===== config.mk =====
export PLATFORM = sky130hd
export DESIGN_NAME = matrix_scan_controller_flat
export DESIGN_NICKNAME = d
export VERILOG_FILES = /design/src/rtl/matrix_scan_controller_pkg.sv /design/src/rtl/matrix_scan_controller_if.sv /design/src/rtl/matrix_scan_controller_scan_timer.sv /design/src/rtl/matrix_scan_controller.sv /design/src/flat_wrapper.sv
export SDC_FILE = /design/constraint.sdc
export NUM_CORES = 1
export LEC_CHECK = 0
export BUFFER_PORTS_ARGS = -buffer_cell sky130_fd_sc_hd__buf_4
export CAP_MARGIN = 15
export CELL_PAD_IN_SITES_DETAIL_PLACEMENT = 1
export CELL_PAD_IN_SITES_GLOBAL_PLACEMENT = 1
export CORE_AREA = 2 2 107 109
export CTS_BUF_LIST = sky130_fd_sc_hd__clkbuf_4 sky130_fd_sc_hd__clkbuf_8
export DETAILED_ROUTE_END_ITERATION = 16
export DIE_AREA = 0 0 109 111
export PLACE_DENSITY = 0.69
export SETUP_SLACK_MARGIN = 0.05
export SYNTH_ARGS = -nofsm -noshare
export SYNTH_HDL_FRONTEND = slang
export SYNTH_SLANG_ARGS = --single-unit

===== constraint.sdc =====
create_clock -name clock -period 3.75 [get_ports clock]
set_clock_uncertainty 0.1 [all_clocks]
set_input_delay 0 -clock clock [delete_from_list [all_inputs] [get_ports clock]]
set_output_delay 0 -clock clock [all_outputs]
set_load 0.005 [all_outputs]

===== src/rtl/matrix_scan_controller_pkg.sv =====
// Shared constants, scan state encoding and frame slicing helper for the
// 5x7 LED matrix column scanner.
package matrix_pkg;

    localparam int MATRIX_COLUMNS = 5;
    localparam int MATRIX_ROWS    = 7;
    localparam int FRAME_WIDTH    = MATRIX_COLUMNS * MATRIX_ROWS;

    typedef enum logic [1:0] {
        IDLE  = 2'd0,
        BLANK = 2'd1,
        DRIVE = 2'd2
    } scan_state_t;

    // Out-of-range column indices yield a dark column rather than X.
    function automatic logic [MATRIX_ROWS-1:0] column_slice(
        input logic [FRAME_WIDTH-1:0] frame,
        input logic [2:0]             k
    );
        logic [MATRIX_ROWS-1:0] slice;
        slice = '0;
        for (int i = 0; i < MATRIX_COLUMNS; i++) begin
            if (k == 3'(i)) begin
                slice = frame[i*MATRIX_ROWS +: MATRIX_ROWS];
            end
        end
        return slice;
    endfunction

endpackage


===== src/rtl/matrix_scan_controller_if.sv =====
// Frame handshake and matrix pin bundle between the frame producer (master)
// and the scan controller (slave).
interface matrix_scan_controller_if;
    import matrix_pkg::*;

    logic                      enable;
    logic [FRAME_WIDTH-1:0]    frame_data;
    logic                      frame_valid;
    logic                      frame_ready;
    logic [MATRIX_COLUMNS-1:0] column_enable;
    logic [MATRIX_ROWS-1:0]    row_out;
    logic                      blanking;
    logic                      frame_start;

    modport master (
        output enable, frame_data, frame_valid,
        input  frame_ready, column_enable, row_out, blanking, frame_start
    );

    modport slave (
        input  enable, frame_data, frame_valid,
        output frame_ready, column_enable, row_out, blanking, frame_start
    );
endinterface


===== src/rtl/matrix_scan_controller_scan_timer.sv =====
// Loadable down-counter shared by the blank and dwell intervals; holds at
// zero until reloaded.
module scan_timer #(
    parameter int WIDTH = 4
) (
    input  logic             clock,
    input  logic             reset,
    input  logic             load,
    input  logic [WIDTH-1:0] load_value,
    output logic             zero
);
    logic [WIDTH-1:0] count_q;
    logic [WIDTH-1:0] count_d;

    always_comb begin
        count_d = count_q;
        if (load) begin
            count_d = load_value;
        end else if (count_q != '0) begin
            count_d = count_q - 1'b1;
        end
    end

    always_ff @(posedge clock) begin
        if (reset) begin
            count_q <= '0;
        end else begin
            count_q <= count_d;
        end
    end

    assign zero = (count_q == '0);
endmodule


===== src/rtl/matrix_scan_controller.sv =====
// Column scan sequencer for a 5x7 LED matrix with blanking gaps and a
// double-buffered frame that swaps only at frame boundaries.
module matrix_scan_controller
    import matrix_pkg::*;
#(
    parameter int DWELL_CYCLES = 1000,
    parameter int BLANK_CYCLES = 8,
    parameter int COLUMNS      = MATRIX_COLUMNS,
    parameter int ROWS         = MATRIX_ROWS
) (
    input  logic                      clock,
    input  logic                      reset,
    matrix_scan_controller_if.slave   bus
);
    localparam int MAX_INTERVAL = (DWELL_CYCLES > BLANK_CYCLES) ? DWELL_CYCLES : BLANK_CYCLES;
    localparam int TIMER_WIDTH  = $clog2(MAX_INTERVAL + 1);

    scan_state_t            state_q;
    logic [2:0]             index_q;
    logic [COLUMNS-1:0]     column_enable_q;
    logic [ROWS-1:0]        row_out_q;
    logic                   blanking_q;
    logic                   frame_start_q;

    logic [FRAME_WIDTH-1:0] display_q;
    logic [FRAME_WIDTH-1:0] pending_q;
    logic                   pending_full_q;

    logic                   timer_zero;
    logic                   timer_load;
    logic [TIMER_WIDTH-1:0] timer_value;
    logic                   frame_boundary;
    logic                   capture;
    logic [COLUMNS-1:0]     column_onehot;

    generate
        for (genvar gi = 0; gi < COLUMNS; gi++) begin : g_onehot
            assign column_onehot[gi] = (index_q == 3'(gi));
        end
    endgenerate

    // frame_boundary marks the edge that enters BLANK of column 0.
    always_comb begin
        timer_load     = 1'b1;
        timer_value    = '0;
        frame_boundary = 1'b0;
        if (bus.enable) begin
            case (state_q)
                IDLE: begin
                    timer_value    = TIMER_WIDTH'(BLANK_CYCLES - 1);
                    frame_boundary = 1'b1;
                end
                BLANK: begin
                    timer_load  = timer_zero;
                    timer_value = TIMER_WIDTH'(DWELL_CYCLES - 1);
                end
                DRIVE: begin
                    timer_load     = timer_zero;
                    timer_value    = TIMER_WIDTH'(BLANK_CYCLES - 1);
                    frame_boundary = timer_zero && (index_q >= 3'(COLUMNS - 1));
                end
                default: begin
                    timer_value = '0;
                end
            endcase
        end
    end

    scan_timer #(
        .WIDTH (TIMER_WIDTH)
    ) u_scan_timer (
        .clock      (clock),
        .reset      (reset),
        .load       (timer_load),
        .load_value (timer_value),
        .zero       (timer_zero)
    );

    always_ff @(posedge clock) begin
        if (reset) begin
            state_q         <= IDLE;
            index_q         <= '0;
            column_enable_q <= '0;
            row_out_q       <= '0;
            blanking_q      <= 1'b1;
            frame_start_q   <= 1'b0;
        end else if (!bus.enable) begin
            state_q         <= IDLE;
            index_q         <= '0;
            column_enable_q <= '0;
            row_out_q       <= '0;
            blanking_q      <= 1'b1;
            frame_start_q   <= 1'b0;
        end else begin
            frame_start_q <= 1'b0;
            case (state_q)
                IDLE: begin
                    state_q         <= BLANK;
                    index_q         <= '0;
                    column_enable_q <= '0;
                    row_out_q       <= '0;
                    blanking_q      <= 1'b1;
                    frame_start_q   <= 1'b1;
                end
                BLANK: begin
                    if (timer_zero) begin
                        state_q         <= DRIVE;
                        column_enable_q <= column_onehot;
                        row_out_q       <= column_slice(display_q, index_q);
                        blanking_q      <= 1'b0;
                    end
                end
                DRIVE: begin
                    if (timer_zero) begin
                        state_q         <= BLANK;
                        column_enable_q <= '0;
                        row_out_q       <= '0;
                        blanking_q      <= 1'b1;
                        if (frame_boundary) begin
                            index_q       <= '0;
                            frame_start_q <= 1'b1;
                        end else begin
                            index_q <= index_q + 3'd1;
                        end
                    end
                end
                default: begin
                    state_q         <= IDLE;
                    index_q         <= '0;
                    column_enable_q <= '0;
                    row_out_q       <= '0;
                    blanking_q      <= 1'b1;
                end
            endcase
        end
    end

    // Capture needs an empty pending slot, so it never collides with a swap.
    assign capture = bus.frame_valid && !pending_full_q;

    always_ff @(posedge clock) begin
        if (reset) begin
            display_q      <= '0;
            pending_q      <= '0;
            pending_full_q <= 1'b0;
        end else begin
            if (frame_boundary && pending_full_q) begin
                display_q <= pending_q;
            end
            if (capture) begin
                pending_q <= bus.frame_data;
            end
            pending_full_q <= capture || (pending_full_q && !frame_boundary);
        end
    end

    assign bus.frame_ready   = !pending_full_q;
    assign bus.column_enable = column_enable_q;
    assign bus.row_out       = row_out_q;
    assign bus.blanking      = blanking_q;
    assign bus.frame_start   = frame_start_q;
endmodule


===== src/flat_wrapper.sv =====
// flat-port wrapper written by rule: the top's interface ports become plain ports
module matrix_scan_controller_flat import matrix_pkg::*;
#(
    parameter int DWELL_CYCLES = 1000,
    parameter int BLANK_CYCLES = 8,
    parameter int COLUMNS      = MATRIX_COLUMNS,
    parameter int ROWS         = MATRIX_ROWS
)
  (clock, reset, bus_enable, bus_frame_data, bus_frame_valid, bus_frame_ready, bus_column_enable, bus_row_out, bus_blanking, bus_frame_start);
  matrix_scan_controller_if bus_i ();
  input  logic clock;
  input  logic reset;
  input wire logic [$bits(bus_i.enable)-1:0] bus_enable;
  input wire logic [$bits(bus_i.frame_data)-1:0] bus_frame_data;
  input wire logic [$bits(bus_i.frame_valid)-1:0] bus_frame_valid;
  output wire logic [$bits(bus_i.frame_ready)-1:0] bus_frame_ready;
  output wire logic [$bits(bus_i.column_enable)-1:0] bus_column_enable;
  output wire logic [$bits(bus_i.row_out)-1:0] bus_row_out;
  output wire logic [$bits(bus_i.blanking)-1:0] bus_blanking;
  output wire logic [$bits(bus_i.frame_start)-1:0] bus_frame_start;
  assign bus_i.enable = bus_enable;
  assign bus_i.frame_data = bus_frame_data;
  assign bus_i.frame_valid = bus_frame_valid;
  assign bus_frame_ready = bus_i.frame_ready;
  assign bus_column_enable = bus_i.column_enable;
  assign bus_row_out = bus_i.row_out;
  assign bus_blanking = bus_i.blanking;
  assign bus_frame_start = bus_i.frame_start;
  matrix_scan_controller #(.DWELL_CYCLES(DWELL_CYCLES), .BLANK_CYCLES(BLANK_CYCLES), .COLUMNS(COLUMNS), .ROWS(ROWS)) u_core (.clock(clock), .reset(reset), .bus(bus_i));
endmodule

==> results.json <==
{
  "outcome": "finished, final reports clean",
  "ctsLongestPathBuffers": 2,
  "synthDistinctLibCells": 45,
  "yosysWarnings": 0,
  "tightest_slew_ns": 1.02,
  "clk_pin_slew_ns": 0.10,
  "slowest_stage": "sky130_fd_sc_hd__a41o_1",
  "timing_max_transition_violations_final": 0,
  "syn_inst": 512,
  "netlist_top_cells_area": "sky130_fd_sc_hd__dfxtp_1 (47%), sky130_fd_sc_hd__a21oi_1 (10%), sky130_fd_sc_hd__nand2_1 (6.9%)",
  "finish.utilization_pct": 48.3,
  "finalPower_mw": 2.14,
  "finalNetCount": 632,
  "grt_start_max_net_pins": 74,
  "grt_overflow_total": 0,
  "synth_largest_area_cell": "sky130_fd_sc_hd__dfxtp_1",
  "use_met2_pct": 34.4,
  "detail_route.wirelength_mm": 11.9,
  "grtUsageMet3_pct": 3.76,
  "worstPathMaxFanout": 19,
  "fin_hold_ws_ns": 0.0595,
  "flow.area_growth_from_synthesis_pct": 25.8,
  "cp_cell_sequence": "inv_1 -> ha_1 -> nor3b_1 -> a41o_1 -> buf_4 -> nand3_1 -> a21oi_1",
  "synth-seq-area-share_pct": 47.1,
  "share_of_the_clock_period_used_by_the_worst_path_after_layout_pct": 67.0,
  "tritoncts": "done",
  "die_area_sq_mm": 0.0121,
  "die_height_um": 111,
  "cts_root_buffer": "sky130_fd_sc_hd__clkbuf_8",
  "port_buffers": 53,
  "crit_required_ns": 3.96,
  "grt_pass1_vias": 4028,
  "finalWorstSetupSlack_ns": 1.24,
  "hold_violations": 0,
  "syn_std_cell_area_sq_mm": 0.00425,
  "insertion_delay_ns": 0.38,
  "rows": 39,
  "cellPowerDensity_mw_per_mm2": 401,
  "cp_data_arrival_time_ns": 2.72,
  "postSynth.topFlopCell": "sky130_fd_sc_hd__dfxtp_1",
  "kind_of_critical_path": "flip-flop to flip-flop",
  "ir_worst_vdd_v": 0.000176,
  "global_route.peak_usage_layer": "met2",
  "end_kind": "flip-flop",
  "max_freq_ghz": 0.398,
  "p_leak_nw": 1.96,
  "max-cap-violations": 0,
  "r2r_setup_slack_ns": 1.24,
  "placeableCoreArea_sq_mm": 0.0111,
  "grt_use_total_pct": 21.1,
  "detail_route.wl_per_cell_um": 16.3,
  "yosysTopAreaCellShare_pct": 47.1,
  "timing.critical_path.slowest_cell_delay_ns": 0.68,
  "detailedPlace.worstSlack_ns": 1.27,
  "yosys.cell_count.top_type": "sky130_fd_sc_hd__dfxtp_1",
  "synth.cells.most_frequent": "sky130_fd_sc_hd__dfxtp_1 (100), sky130_fd_sc_hd__a21oi_1 (87), sky130_fd_sc_hd__nand2_1 (78), sky130_fd_sc_hd__nand3_1 (42), sky130_fd_sc_hd__o21ai_0 (38)",
  "dr_total_vias": 3854,
  "setup.worst_path.start_class": "flip-flop",
  "fill_cells": 1284,
  "floorplan.io_pins": 54,
  "finalSetupViolations": 0,
  "clock_sink_count": 100,
  "grt_first_pass_wirelength_mm": 20.4,
  "hold_path_class": "input port to flip-flop",
  "viasPerCell": 5.28,
  "drtAntennaViolNets": 0,
  "synth_area_per_cell_sq_um": 8.30,
  "start_util_pct": 38.4,
  "routability_congestion_estimate_from_global_placement": 0.794,
  "cts_made_buffers": 9,
  "cts_resized": 0,
  "asyncSetResetFlopFracSynth_pct": 0,
  "drive_gt1_share_pct": 14.7,
  "period_minus_slack_ns": 2.51,
  "chipWidth_um": 109,
  "number_of_enable_type_register_cells_in_the_synthesized_netlist": 0,
  "synth_nets": 562,
  "synth.ff_latch_count": 100,
  "route.detailed.drc": 0,
  "grtUsageMet1_pct": 28.6,
  "drtPass1Iterations": 4,
  "relSlewSlack_pct": 32.2,
  "tns_ns": 0,
  "dp_hpwl_mm": 7.85,
  "h_tree_levels": 3,
  "grt_antenna_before_repair": 0,
  "initialDrtViolationCount": 119,
  "setup_repair_after_global_routing_missed_its_margin": "false",
  "antennaDiodeCount": 0
}
power breakdown:
group | switching [mW] | internal [mW] | leakage, nW
combinational | 0.163 | 0.121 | 1.04
sequential | 0.0254 | 1.10 | 0.813
clock | 0.383 | 0.351 | 0.106
cell type report:
| cell class | instances | area (sq um) | share of cell area (%) |
|---|---|---|---|
| Clock buffer | 12 | 159 | 2.97 |
| Sequential cell | 100 | 2000 | 37.4 |
| Inverter | 16 | 60.1 | 1.12 |
| Multi-Input combinational cell | 357 | 2020 | 37.9 |
| Timing Repair Buffer | 98 | 876 | 16.4 |
| Clock inverter | 4 | 47.5 | 0.889 |
| Tap cell | 143 | 179 | 3.35 |
worst paths after layout:
| kind | start | end | cells after the start |
|---|---|---|---|
| worst max register to register | u_core.u_scan_timer.count_q[0] | u_core.display_q[13] | 7 |
| worst max-delay path | u_core.u_scan_timer.count_q[0] | u_core.display_q[13] | 7 |
| worst min register to register | u_core.pending_q[19] | u_core.pending_q[19] | 2 |
| worst min-delay path | bus_enable | u_core.bus.column_enable[1] | 3 |
layout by cell type, fill, tap and decap left out, types with 3 or more instances in the layout:
master and n:
sky130_fd_sc_hd__o21a_1 3, sky130_fd_sc_hd__a31oi_1 3, sky130_fd_sc_hd__and2_1 9, sky130_fd_sc_hd__a221oi_1 7
sky130_fd_sc_hd__nand3b_1 7, sky130_fd_sc_hd__nand2_1 78, sky130_fd_sc_hd__xor2_1 3, sky130_fd_sc_hd__a21oi_1 87
sky130_fd_sc_hd__nand3_1 42, sky130_fd_sc_hd__buf_4 56, sky130_fd_sc_hd__a22oi_1 7, sky130_fd_sc_hd__inv_1 16
sky130_fd_sc_hd__clkbuf_8 11, sky130_fd_sc_hd__ha_1 11, sky130_fd_sc_hd__o21ai_0 38, sky130_fd_sc_hd__and3_1 6
sky130_fd_sc_hd__xnor2_1 4, sky130_fd_sc_hd__nor3_2 3, sky130_fd_sc_hd__nor2_1 7, sky130_fd_sc_hd__dlygate4sd3_1 40
sky130_fd_sc_hd__o21ai_1 10, sky130_fd_sc_hd__dfxtp_1 100
layer usage:
metal / part of all wire (%) / routed length (um)
met4: 1.6 / 194
met2: 49 / 5840
met3: 2.5 / 297
met1: 47 / 5560
met5: 0 / 0
flip-flops by register name (all words and copies together), names as in the netlist:
register / cells
u_core.pending_q: 35
u_core.pending_full_q: 1
u_core.state_q: 2
u_core.display_q: 35
u_core.bus.column_enable: 5
u_core.bus.blanking: 1
u_core.bus.row_out: 7
u_core.bus.frame_start: 1
u_core.u_scan_timer.count_q: 10
u_core.index_q: 3
kinds of logic after synthesis:
group | Yosys count | share of synthesized area (%)
multiplexers | 1 | 0.235
buffers and inverters | 55 | 5.36
flip-flops | 100 | 47.1
AO/OA/AOI/OAI | 168 | 22.4
AND/OR/NAND/NOR | 170 | 20.3
XOR/XNOR | 7 | 1.44
adder cells (fa/ha/maj) | 11 | 3.24
critical path, delay by kind of cell (launching register included):
family	cells	cell delay, ns
AOI/OAI and AO/OA	2	0.84
adders and majority gates	1	0.16
buffers and inverters	2	0.44
DFF	1	0.35
and+or+nand+nor	2	0.53
stage by stage:
step / std cells / area (sq um)
2_1_floorplan: 512 / 4250
3_3_place_gp: 672 / 4690
3_5_place_dp: 672 / 4690
4_1_cts: 728 / 5290
5_1_grt: 730 / 5350
6_report: 730 / 5350
repair_timing:
action / 4_1_cts / 5_1_grt
buffers inserted: 0 / 0
endpoints found under the hold margin: 36 / 0
hold buffers: 40 / 0
No activity file was read; power rests on OpenSTA's default activity.
